==> src/rtl/hc_pkg.sv <==
// Shared types and offsets for the HardCloud CSR bank and its response merge.
// Latency: n/a (types, constants and one constant-foldable helper only).
// Backpressure: n/a.
//
// Also carries the subset of the CCI-P MMIO channel types that the bank uses.
// The data field is narrowed to the 64 bits that the CSR path needs.
package hc_pkg;

    localparam int HC_BUFFER_MAX = 32;

    typedef logic [57:0] t_hc_address;   // byte address >> 6 (cache-line address)
    typedef logic [31:0] t_hc_control;

    typedef struct packed {
        t_hc_address address;
        logic [31:0] size;
    } t_hc_buffer;

    typedef enum logic [1:0] {
        HC_IDLE    = 2'd0,
        HC_RUNNING = 2'd1,
        HC_DONE    = 2'd2
    } t_hc_job_state;

    // CSR byte offsets
    localparam logic [11:0] HC_CSR_DFH       = 12'h000;
    localparam logic [11:0] HC_CSR_AFU_ID_L  = 12'h008;
    localparam logic [11:0] HC_CSR_AFU_ID_H  = 12'h010;
    localparam logic [11:0] HC_CSR_DSM_BASE  = 12'h100;
    localparam logic [11:0] HC_CSR_CONTROL   = 12'h108;
    localparam logic [11:0] HC_CSR_STATUS    = 12'h110;
    localparam logic [11:0] HC_CSR_DOORBELL  = 12'h118;
    localparam logic [11:0] HC_CSR_CYCLES    = 12'h120;
    localparam logic [11:0] HC_CSR_JOBS      = 12'h128;
    localparam logic [11:0] HC_CSR_BUF_BASE  = 12'h200;

    // MMIO channel subset
    typedef struct packed {
        logic [15:0] address;   // dword address
        logic [8:0]  tid;
    } t_ccip_c0_ReqMmioHdr;

    typedef struct packed {
        t_ccip_c0_ReqMmioHdr hdr;
        logic [63:0]         data;
        logic                mmioRdValid;
        logic                mmioWrValid;
    } t_if_ccip_c0_Rx;

    typedef struct packed {
        logic [8:0] tid;
    } t_ccip_c2_RspMmioHdr;

    typedef struct packed {
        t_ccip_c2_RspMmioHdr hdr;
        logic                mmioRdValid;
        logic [63:0]         data;
    } t_if_ccip_c2_Tx;

    // Byte offset to the dword address carried in the MMIO header.
    function automatic logic [15:0] hc_dw(input logic [11:0] byte_off);
        return {4'd0, byte_off} >> 2;
    endfunction

endpackage

==> src/rtl/hc_mmio_rsp_mux.sv <==
// Purpose: merge CSR read responses with AFU MMIO responses onto one c2Tx channel.
// Latency: 1 cycle (registered output); a colliding AFU response is delayed one more cycle via a 1-entry skid.
// Backpressure: none upstream; CSR wins, loser waits in skid; a collision with a full skid drops the AFU response.
//
// Ports: clk, reset (sync, active-high), csr_rsp / afu_rsp in, fiu_rsp out (registered).
module hc_mmio_rsp_mux
    import hc_pkg::*;
(
    input  logic           clk,
    input  logic           reset,
    input  t_if_ccip_c2_Tx csr_rsp,
    input  t_if_ccip_c2_Tx afu_rsp,
    output t_if_ccip_c2_Tx fiu_rsp
);

    t_if_ccip_c2_Tx skid_q;   // skid_q.mmioRdValid doubles as the occupancy flag

    always_ff @(posedge clk) begin
        if (reset) begin
            fiu_rsp <= '0;
            skid_q  <= '0;
        end else begin
            if (csr_rsp.mmioRdValid) begin
                fiu_rsp <= csr_rsp;
                // Park the AFU response only if the skid has room; otherwise it is lost.
                if (afu_rsp.mmioRdValid && !skid_q.mmioRdValid) begin
                    skid_q <= afu_rsp;
                end
            end else if (skid_q.mmioRdValid) begin
                fiu_rsp <= skid_q;
                // Skid drains this cycle, so a fresh AFU response can take its place.
                skid_q  <= afu_rsp;
            end else begin
                fiu_rsp <= afu_rsp;
            end
        end
    end

    // An AFU must not issue a response that collides while the skid still holds one.
    a_no_skid_overflow : assert property (@(posedge clk) disable iff (reset)
        !(csr_rsp.mmioRdValid && afu_rsp.mmioRdValid && skid_q.mmioRdValid));

endmodule

==> src/rtl/hc_csr_bank.sv <==
// Purpose: MMIO CSR bank (DFH/AFU_ID, DSM base, control, buffer descriptors, status, doorbell) plus job FSM.
// Latency: writes take effect 2 edges after mmio_rx; reads answer 2 cycles after request; AFU responses 1 cycle.
// Backpressure: none; CSR responses preempt AFU responses, which are held in a 1-entry skid.
//
// Ports: clk, reset (sync, active-high); mmio_rx (FIU c0Rx), afu_c2tx (AFU responses), fiu_c2tx (merged);
//        job_done/job_err pulses in; hc_start pulse, hc_control, hc_dsm_base, hc_buffer[] out.
// Optional: define HC_CSR_PERF_CNT_EN to add CYCLES (0x120) and JOBS (0x128) counters; otherwise they read 0.
module hc_csr_bank
    import hc_pkg::*;
#(
    parameter int           N_BUFFERS = 4,
    parameter logic [127:0] AFU_ID    = 128'hC000C966_0D82_4272_9AEF_FE5F84570612,
    parameter logic [63:0]  DFH_VALUE = 64'h1000000010000000
) (
    input  logic           clk,
    input  logic           reset,
    input  t_if_ccip_c0_Rx mmio_rx,
    input  t_if_ccip_c2_Tx afu_c2tx,
    output t_if_ccip_c2_Tx fiu_c2tx,
    input  logic           job_done,
    input  logic           job_err,
    output logic           hc_start,
    output t_hc_control    hc_control,
    output t_hc_address    hc_dsm_base,
    output t_hc_buffer     hc_buffer [N_BUFFERS]
);

    t_if_ccip_c0_Rx rx_q;
    t_hc_job_state  state;
    logic           err_q;
    logic           overrun_q;

    logic [15:0]    addr;
    logic           in_csr;
    logic           wr;
    logic           is_buf;
    logic [4:0]     buf_idx;
    logic           doorbell_wr;
    logic           status_wr;
    logic           launch;
    logic [63:0]    rd_data;
    t_if_ccip_c2_Tx csr_rsp;

    // Single input register stage; all decode works on the registered request.
    always_ff @(posedge clk) begin
        if (reset) begin
            rx_q <= '0;
        end else begin
            rx_q <= mmio_rx;
        end
    end

    assign addr        = rx_q.hdr.address;
    assign in_csr      = addr < 16'h0400;
    assign wr          = rx_q.mmioWrValid && in_csr;
    // Buffer window: dwords 0x80..0xFF, 4 dwords per descriptor, 64b aligned only.
    assign is_buf      = (addr[15:7] == 9'd1) && !addr[0];
    assign buf_idx     = addr[6:2];
    assign doorbell_wr = wr && (addr == hc_dw(HC_CSR_DOORBELL));
    assign status_wr   = wr && (addr == hc_dw(HC_CSR_STATUS));
    assign launch      = doorbell_wr && (state == HC_IDLE);

    // RW registers
    always_ff @(posedge clk) begin
        if (reset) begin
            hc_dsm_base <= '0;
            hc_control  <= '0;
            for (int i = 0; i < N_BUFFERS; i++) begin
                hc_buffer[i] <= '0;
            end
        end else if (wr) begin
            if (addr == hc_dw(HC_CSR_DSM_BASE)) hc_dsm_base <= rx_q.data[63:6];
            if (addr == hc_dw(HC_CSR_CONTROL))  hc_control  <= rx_q.data[31:0];
            for (int i = 0; i < N_BUFFERS; i++) begin
                if (is_buf && buf_idx == 5'(i)) begin
                    if (addr[1]) hc_buffer[i].size    <= rx_q.data[31:0];
                    else         hc_buffer[i].address <= rx_q.data[63:6];
                end
            end
        end
    end

    // Job FSM and sticky status bits. A set on the same edge as a W1C clear wins.
    always_ff @(posedge clk) begin
        if (reset) begin
            state     <= HC_IDLE;
            hc_start  <= 1'b0;
            err_q     <= 1'b0;
            overrun_q <= 1'b0;
        end else begin
            hc_start <= launch;
            case (state)
                HC_IDLE:    if (launch)                         state <= HC_RUNNING;
                HC_RUNNING: if (job_done || job_err)            state <= HC_DONE;
                HC_DONE:    if (status_wr && rx_q.data[0])      state <= HC_IDLE;
                default:                                        state <= HC_IDLE;
            endcase

            if (doorbell_wr && state != HC_IDLE)   overrun_q <= 1'b1;
            else if (status_wr && rx_q.data[3])    overrun_q <= 1'b0;

            if (state == HC_RUNNING && job_err)    err_q <= 1'b1;
            else if (status_wr && rx_q.data[2])    err_q <= 1'b0;
        end
    end

`ifdef HC_CSR_PERF_CNT_EN
    logic [63:0] cycles_q;
    logic [31:0] jobs_q;

    always_ff @(posedge clk) begin
        if (reset) begin
            cycles_q <= '0;
            jobs_q   <= '0;
        end else if (launch) begin
            cycles_q <= '0;
            jobs_q   <= jobs_q + 32'd1;
        end else if (state == HC_RUNNING) begin
            cycles_q <= cycles_q + 64'd1;
        end
    end
`endif

    // Read mux
    always_comb begin
        rd_data = '0;
        if (is_buf) begin
            for (int i = 0; i < N_BUFFERS; i++) begin
                if (buf_idx == 5'(i)) begin
                    rd_data = addr[1] ? {32'd0, hc_buffer[i].size}
                                      : {hc_buffer[i].address, 6'd0};
                end
            end
        end else begin
            case (addr)
                hc_dw(HC_CSR_DFH):      rd_data = DFH_VALUE;
                hc_dw(HC_CSR_AFU_ID_L): rd_data = AFU_ID[63:0];
                hc_dw(HC_CSR_AFU_ID_H): rd_data = AFU_ID[127:64];
                hc_dw(HC_CSR_DSM_BASE): rd_data = {hc_dsm_base, 6'd0};
                hc_dw(HC_CSR_CONTROL):  rd_data = {32'd0, hc_control};
                hc_dw(HC_CSR_STATUS):   rd_data = {60'd0, overrun_q, err_q,
                                                   state == HC_RUNNING, state == HC_DONE};
`ifdef HC_CSR_PERF_CNT_EN
                hc_dw(HC_CSR_CYCLES):   rd_data = cycles_q;
                hc_dw(HC_CSR_JOBS):     rd_data = {32'd0, jobs_q};
`endif
                default:                rd_data = '0;
            endcase
        end
    end

    always_comb begin
        csr_rsp             = '0;
        csr_rsp.mmioRdValid = rx_q.mmioRdValid && in_csr;
        csr_rsp.hdr.tid     = rx_q.hdr.tid;
        csr_rsp.data        = rd_data;
    end

    hc_mmio_rsp_mux u_rsp_mux (
        .clk     (clk),
        .reset   (reset),
        .csr_rsp (csr_rsp),
        .afu_rsp (afu_c2tx),
        .fiu_rsp (fiu_c2tx)
    );

endmodule

==> config.mk <==
export PLATFORM = sky130hd
export DESIGN_NAME = hc_csr_bank
export DESIGN_NICKNAME = d
export VERILOG_FILES = /design/src/rtl/hc_pkg.sv /design/src/rtl/hc_mmio_rsp_mux.sv /design/src/rtl/hc_csr_bank.sv
export SDC_FILE = /design/constraint.sdc
export NUM_CORES = 1
export LEC_CHECK = 0
export ABC_AREA = 1
export CORE_AREA = 2 2 267 269
export DETAILED_ROUTE_END_ITERATION = 10
export DIE_AREA = 0 0 269 271
export GPL_TIMING_DRIVEN = 0
export PLACE_DENSITY = 0.72
export SLEW_MARGIN = 0
export SYNTH_ARGS = -nofsm -noshare
export SYNTH_HDL_FRONTEND = slang
export SYNTH_HIERARCHICAL = 1
export SYNTH_SLANG_ARGS = --single-unit
==> constraint.sdc <==
create_clock -name clk -period 2.4 [get_ports clk]
set_clock_uncertainty 0.15 [all_clocks]
set_input_delay 0.72 -clock clk [delete_from_list [all_inputs] [get_ports clk]]
set_output_delay 0.72 -clock clk [all_outputs]
set_load 0.02 [all_outputs]
==> impl_metrics.csv, run 1 <==
group,metric,value,unit
logic_synthesis,synth_top_family_by_area,"simple AND/OR/NAND/NOR gates",
layout,multi_input_area,14620,sq um
pwr,power.density,618.9,nW/um^2
pwr,totalPowerFinal,26.41,mW
sta,relSlewSlack,54.32,%
placed_design,gp_congestion,1.021,
routing,vias,36430,
routing,wl_per_cell,23.41,um
sta,fin_ws,-0.1348,ns
clocking,cts.path.max_buffers,3,
sta,period_needed,2.535,ns
logic_synthesis,synthMuxAreaShare,0.4767,%
layout,ff_latch_area,13900,sq um
global_routing,use_met2,64.08,%
layout,fin_area,42680,sq um
placed_design,post-place-ws,-1.464,ns
clocking,cts_hold_buffers,0,
clocking,clkTransAtPathRegs,0.06,ns
layout,fillCellCount,6885,
logic_synthesis,synth_nets,5031,
clocking,cts_made_buffers,78,
global_routing,grt_pass1_wl,219700,um
placed_design,dp_hpwl,121500,um
sta,worst_pin_slew,0.6852,ns
global_routing,grt_pass1_vias,33200,
critical_path,r2r_end,"u_rsp_mux/fiu_rsp[27]",
logic_synthesis,yosysSeqAreaShare,44.11,%
global_routing,busiest_layer,"met2",
worst_hold_path,min_path_cells,2,
critical_path,path_cells,"clkdlybuf4s50_1 -> clkbuf_2 -> inv_2 -> clkbuf_2 -> clkbuf_1 -> nand2_1 -> nor2_1",
clocking,htreeDepth,3,
global_routing,grt_use_met1,49.77,%
critical_path,crit_family,"buffers and inverters",
sta,hold_slack,0.3087,ns
sta,setup_violations,56,
critical_path,cp_common_cell,"clkbuf_2",
logic_synthesis,synthTopCellsByArea,"dfxtp_1, nand2_1, nor2_1",
routing,dr.pass1.iters,6,
routing,drtAntennaViolNets,0,
sta,setup_tns,-2.814,ns
logic_synthesis,synth-simple-area-share,37.91,%
critical_path,worst-r2r-cell-count,15,
logic_synthesis,synth_top_area_share,44.11,%
global_routing,grt_max_degree,13,
routing,drt_iter0_drc,4657,
logic_synthesis,synthAdderAreaFrac,0,%
critical_path,critPathCaptureType,"flip-flop",
worst_hold_path,hold_start,"rx_q[47]",
clocking,cts_tree,"done",
logic_synthesis,synth_xor_area_share,0,%
worst_hold_path,hold_path_class,"flip-flop to flip-flop",
layout,area_delta_synth_final,35.52,%
pwr,vdd_drop_max,543.3,uV
sta,finalHoldViolCount,0,
critical_path,worstPathArrival,2.96,ns
sta,period_share,105.6,%
die,die_w,269,um
pwr,p_leak,21.32,nW
placed_design,dpl_cell_area,39610,sq um
logic_synthesis,synth_cells,4862,
logic_synthesis,yosysWarnings,6,
placed_design,numPortBuffers,693,
global_routing,gr-total-overflow,0,
die,start_util,45.13,%
critical_path,crit_slowest_cell,"clkdlybuf4s50_1",
critical_path,regToRegSetupSlack,0.02,ns
logic_synthesis,synth_cell_type_count,29,
logic_synthesis,synth_top_area_cell,"dfxtp_1",
critical_path,worstPathMaxFanout,10,
logic_synthesis,synth.avg_cell_area,6.478,sq um
status,failed_checks,"negative setup slack",
sta,max_freq,394.5,MHz
layout,fin_nets,5843,
logic_synthesis,ys_ff_latch,694,
global_routing,track_usage,41.26,%
critical_path,crit_path_max_incr_delay,0.52,ns
die,coreArea,69790,sq um
routing,drc,0,
sta,rsz0062_at_grt,"true",
die,die_h,271,um
die,std_cell_rows,97,
layout,drive_gt1_share,9.319,%
critical_path,crit_type,"primary input to flip-flop",
critical_path,critPathLaunch,"reset",
status,status,"finished, violations left",
clocking,clock-sinks,694,
routing,wl,156300,um
critical_path,cp.required,2.83,ns
flow_run,max_cap_violations,0,
critical_path,r2r-start,"addr[2]",
clocking,clkLatencyLatePin,0.65,ns
die,die_area,72900,sq um
global_routing,antenna_found_initial,9,
sta,drv_slew,0,
critical_path,startpoint_type,"primary input",
die,io_pins,694,
worst_hold_path,hold_end,"hc_dsm_base[39]",
routing,avgViaCountPerCell,5.458,
logic_synthesis,synth_area,31500,sq um
clocking,cts-root-buf,"clkbuf_16",
global_routing,grt_util_met3,10.99,%
critical_path,critPathBufInv,5,
logic_synthesis,synth_compound_area_share,7.103,%
cell usage after synthesis (all sizes together):
library cell / count
a211oi: 1
nand2: 1309
nand3b: 2
buf: 216
nor2: 1054
o21ai: 159
nand4: 38
or2: 4
nand3: 528
nor3: 2
and3: 1
a21oi: 278
clkinv: 1
mux2i: 15
o211ai: 5
clkbuf: 121
dfxtp: 694
inv: 434
worst reg2reg max path, cell delays in order, from the launching register on:
cell       delay [ns]
dfxtp_1          0.34
buf_8            0.15
inv_1            0.07
nand2_2          0.08
nor2_4           0.05
buf_4            0.14
clkbuf_16        0.15
buf_6            0.15
nand2_1          0.07
nand3_1          0.15
a21oi_1          0.30
nand2_1          0.14
inv_1            0.07
a21oi_1          0.07
o21ai_0          0.11
inv_1            0.06
cell families after synthesis:
kind of cell	Yosys count
buffers and inverters	772
AOI/OAI and AO/OA	443
DFF	694
muxes	15
and+or+nand+nor	2938
how the worst max path moves through the flow:
stage / endpoint / cells past startpoint
final: hc_buffer[127] / 7
after global routing: hc_buffer[77] / 7
after CTS: u_rsp_mux/fiu_rsp[43] / 13
after detailed placement: hc_buffer[305] / 7
after global placement: hc_buffer[190] / 7
after floorplan: u_rsp_mux/fiu_rsp[37] / 15
timing repair:
item | CTS | global route
setup endpoints to repair | 1101 | 314
buffers inserted | 11 | 28
resized for setup | 705 | 158
gates cloned | 0 | 1
pin swaps | 10 | 17
registers in the layout, summed over array words and instances (netlist names):
| register | flops |
|---|---|
| hc_dsm_base | 58 |
| u_rsp_mux/fiu_rsp | 74 |
| csr_rsp | 9 |
| addr | 16 |
| hc_control | 32 |
| rx_q | 66 |
| u_rsp_mux/skid_q | 74 |
| hc_start | 1 |
| overrun_q | 1 |
| err_q | 1 |
| state | 2 |
| hc_buffer | 360 |
per-stage QoR:
stage / util, % / std cells
floorplan: - / 4862
finish: 61.16 / 6675
CTS: 60.24 / 6642
detailed placement: 56.76 / 6495
global placement: 56.76 / 6495
global route: 61.16 / 6674
cells in the final DEF, fill, tap and decap left out, types with 15 or more instances in the layout:
cell type,instances
a21oi_1,259
a21oi_2,19
buf_1,18
buf_2,121
buf_4,73
buf_6,32
clkbuf_1,70
clkbuf_16,83
clkbuf_2,54
clkbuf_8,21
clkdlybuf4s50_1,168
dfxtp_1,685
dlygate4sd2_1,511
inv_1,420
mux2i_1,15
nand2_1,1297
nand3_1,512
nand4_1,37
nor2_1,1028
nor2_4,18
o21ai_0,127
o21ai_1,28
layer usage:
layer / vias up / wire length, um
li1: 16710 / -
met1: 16890 / 57570
met2: 2317 / 69020
met3: 515 / 17680
met4: 8 / 11970
met5: - / 48
area by class of cell:
| type | instances | area share [%] |
|---|---|---|
| multi-input combinational | 3396 | 34.26 |
| timing repair buffer | 733 | 15.61 |
| sequential | 694 | 32.58 |
| inverter | 435 | 3.887 |
| buffer | 336 | 4.854 |
| clock buffer | 120 | 5.561 |
| antenna | 5 | 0.02931 |
| clock inverter | 16 | 0.4632 |
| tap | 940 | 2.756 |
power breakdown:
part	total [mW]	internal (mW)	switching [mW]	leakage (nW)
Sequential	11.9	11.7	0.120	5.64
Combinational	2.23	0.776	1.45	14.4
Clock	12.3	7.22	5.12	1.27
Total	26.4	19.7	6.69	21.3
No activity file was read; power rests on OpenSTA's default activity.
==> run 2: changes to the inputs <==
--- a/config.mk
+++ b/config.mk
@@ -6,10 +6,11 @@
 export NUM_CORES = 1
 export LEC_CHECK = 0
 export ABC_AREA = 1
-export CORE_AREA = 2 2 267 269
+export CORE_AREA = 2 2 273 275
 export DETAILED_ROUTE_END_ITERATION = 10
-export DIE_AREA = 0 0 269 271
+export DIE_AREA = 0 0 275 277
 export GPL_TIMING_DRIVEN = 0
+export MAX_ROUTING_LAYER = met4
 export PLACE_DENSITY = 0.72
 export SLEW_MARGIN = 0
 export SYNTH_ARGS = -nofsm -noshare
==> constraint.sdc (replaced) <==
create_clock -name clk -period 2.1 [get_ports clk]
set_clock_uncertainty 0.15 [all_clocks]
set_input_delay 0.63 -clock clk [delete_from_list [all_inputs] [get_ports clk]]
set_output_delay 0.63 -clock clk [all_outputs]
set_load 0.02 [all_outputs]
==> run 2 against run 1 <==
Compared with the run above:
- the run still ends with negative setup slack left
- hold slack gained 0.0096 ns
- register-to-register slack got worse by 0.35 ns
- critical path depth up 5
- clock power increased by 15%
- combinational power increased by 29%
- global-route usage is 0.49 points higher
- design area increased by 3.9%
- non-clock buffer count is 87 higher
- final cell count grew 1.8%
- die area increased by 4.5%
==> impl_metrics.csv, run 2 (synthesis results as in run 1) <==
group,metric,value,unit
clocking,htreeDepth,3,
critical_path,path_cells,"buf_8 -> buf_4 -> nand3_4 -> buf_8 -> clkbuf_16 -> nand4_1 -> nand2_1 -> nand3_2 -> inv_2 -> a21oi_2 -> o21ai_1 -> inv_1",
worst_hold_path,min_path_cells,2,
sta,finalHoldViolCount,0,
routing,wl,164000,um
routing,drc,0,
layout,final_cell_mix,"nand2_1, nor2_1, dfxtp_1",
sta,fin_ws,-0.3331,ns
placed_design,numPortBuffers,693,
placed_design,post-place-ws,-1.602,ns
sta,period_share,115.9,%
clocking,cts-root-buf,"clkbuf_16",
die,die_w,275,um
critical_path,startpoint_type,"flip-flop",
clocking,cts.path.max_buffers,3,
layout,final_util,60.27,%
layout,drive_gt1_share,23.87,%
placed_design,dp_hpwl,123200,um
clocking,cts_hold_buffers,0,
routing,dr.pass1.iters,6,
sta,rsz0062_at_grt,"true",
worst_hold_path,hold_path_class,"flip-flop to flip-flop",
global_routing,busiest_layer,"met2",
pwr,p_leak,21.37,nW
clocking,cts_tree,"done",
critical_path,worstPathMaxFanout,7,
die,die_h,277,um
critical_path,crit_slowest_cell,"nand4_1",
critical_path,worst-r2r-cell-count,12,
pwr,power.density,690.6,nW/um^2
global_routing,grt_use_met1,50.06,%
sta,worst_pin_slew,0.7989,ns
status,status,"finished, violations left",
layout,top_register,"hc_buffer",
critical_path,cp_common_cell,"buf_8",
routing,drtAntennaViolNets,0,
global_routing,antenna_found_initial,7,
global_routing,grt_pass1_vias,33930,
clocking,cts_made_buffers,78,
clocking,clkLatencyLatePin,0.65,ns
die,coreArea,73570,sq um
sta,relSlewSlack,46.74,%
critical_path,crit_path_max_incr_delay,0.48,ns
clocking,clkTransAtPathRegs,0.06,ns
global_routing,use_met2,63.30,%
placed_design,gp_congestion,1.011,
sta,setup_tns,-15.13,ns
routing,drt_iter0_drc,4640,
global_routing,gr-total-overflow,0,
status,failed_checks,"negative setup slack",
global_routing,track_usage,41.75,%
layout,largestRegisters,"hc_buffer x360, u_rsp_mux/fiu_rsp x74, u_rsp_mux/skid_q x74",
sta,setup_violations,180,
sta,period_needed,2.433,ns
clocking,clock-sinks,694,
sta,drv_slew,0,
critical_path,crit_type,"flip-flop to flip-flop",
pwr,vdd_drop_max,523.0,uV
critical_path,cp.required,2.49,ns
critical_path,worstPathArrival,2.82,ns
routing,wl_per_cell,24.13,um
layout,fin_nets,5930,
die,start_util,42.81,%
die,io_pins,694,
layout,layout_commonest_cell,"nand2_1",
flow_run,max_cap_violations,0,
critical_path,critPathCaptureType,"flip-flop",
layout,largest_reg_flops,360,
global_routing,grt_pass1_wl,226200,um
die,die_area,76180,sq um
global_routing,grt_util_met3,8.515,%
global_routing,grt_max_degree,14,
routing,vias,37720,
layout,area_delta_synth_final,40.79,%
sta,max_freq,411.0,MHz
routing,avgViaCountPerCell,5.550,
die,std_cell_rows,100,
run 2: cell type report:
class / count / area [sq um]
antenna: 7 / 17.52
buffer: 332 / 2734
clock buffer: 118 / 2367
clock inverter: 21 / 231.5
fill: 7246 / 29230
inverter: 435 / 1672
multi-input combinational: 3396 / 15880
sequential: 694 / 13960
tap: 969 / 1212
timing repair buffer: 824 / 6271
run 2: what timing repair did:
item / CTS / global route
resized for setup: 1098 / 1417
setup endpoints to repair: 1216 / 1101
gates cloned: 10 / 12
pin swaps: 65 / 144
setup buffers: 64 / 53
run 2: per-layer routing:
| layer | part of all wire, % | wire (um) |
|---|---|---|
| met1 | 37 | 60060 |
| met2 | 44 | 72270 |
| met3 | 11 | 18330 |
| met4 | 8.1 | 13340 |
| met5 | 0 | 0 |
run 2: per-stage QoR:
step	area [sq um]	hold WS (ns)	power, mW	instances
after floorplan	31500	0.2892	14.97	4862
after global placement	39640	0.2992	16.18	6524
after detailed placement	39640	0.3048	16.19	6524
after CTS	43990	0.3157	30.30	6737
after global routing	44340	0.3239	31.26	6795
final	44340	0.3183	30.62	6796
run 2: path summary, 6_finish.rpt:
check,startpoint,slack [ns],endpoint
worst max-delay path,addr[2],-0.33,u_rsp_mux/fiu_rsp[32]
worst min-delay path,rx_q[60],0.32,hc_dsm_base[52]
worst max register to register,addr[2],-0.33,u_rsp_mux/fiu_rsp[32]
worst min register to register,rx_q[60],0.32,hc_dsm_base[52]
run 2: power by group:
part           total (mW)  internal, mW  switching [mW]
sequential           13.5          13.4           0.142
clock                14.2          8.27            5.94
combinational        2.87          1.07            1.80
total                30.6          22.7            7.88
run 2: worst max-delay path: cells and delay by family (launching register included):
kind	cells	cell delay, ns
buffers and inverters	6	0.69
DFF	1	0.33
and+or+nand+nor	4	1.01
AOI/OAI and AO/OA	2	0.15
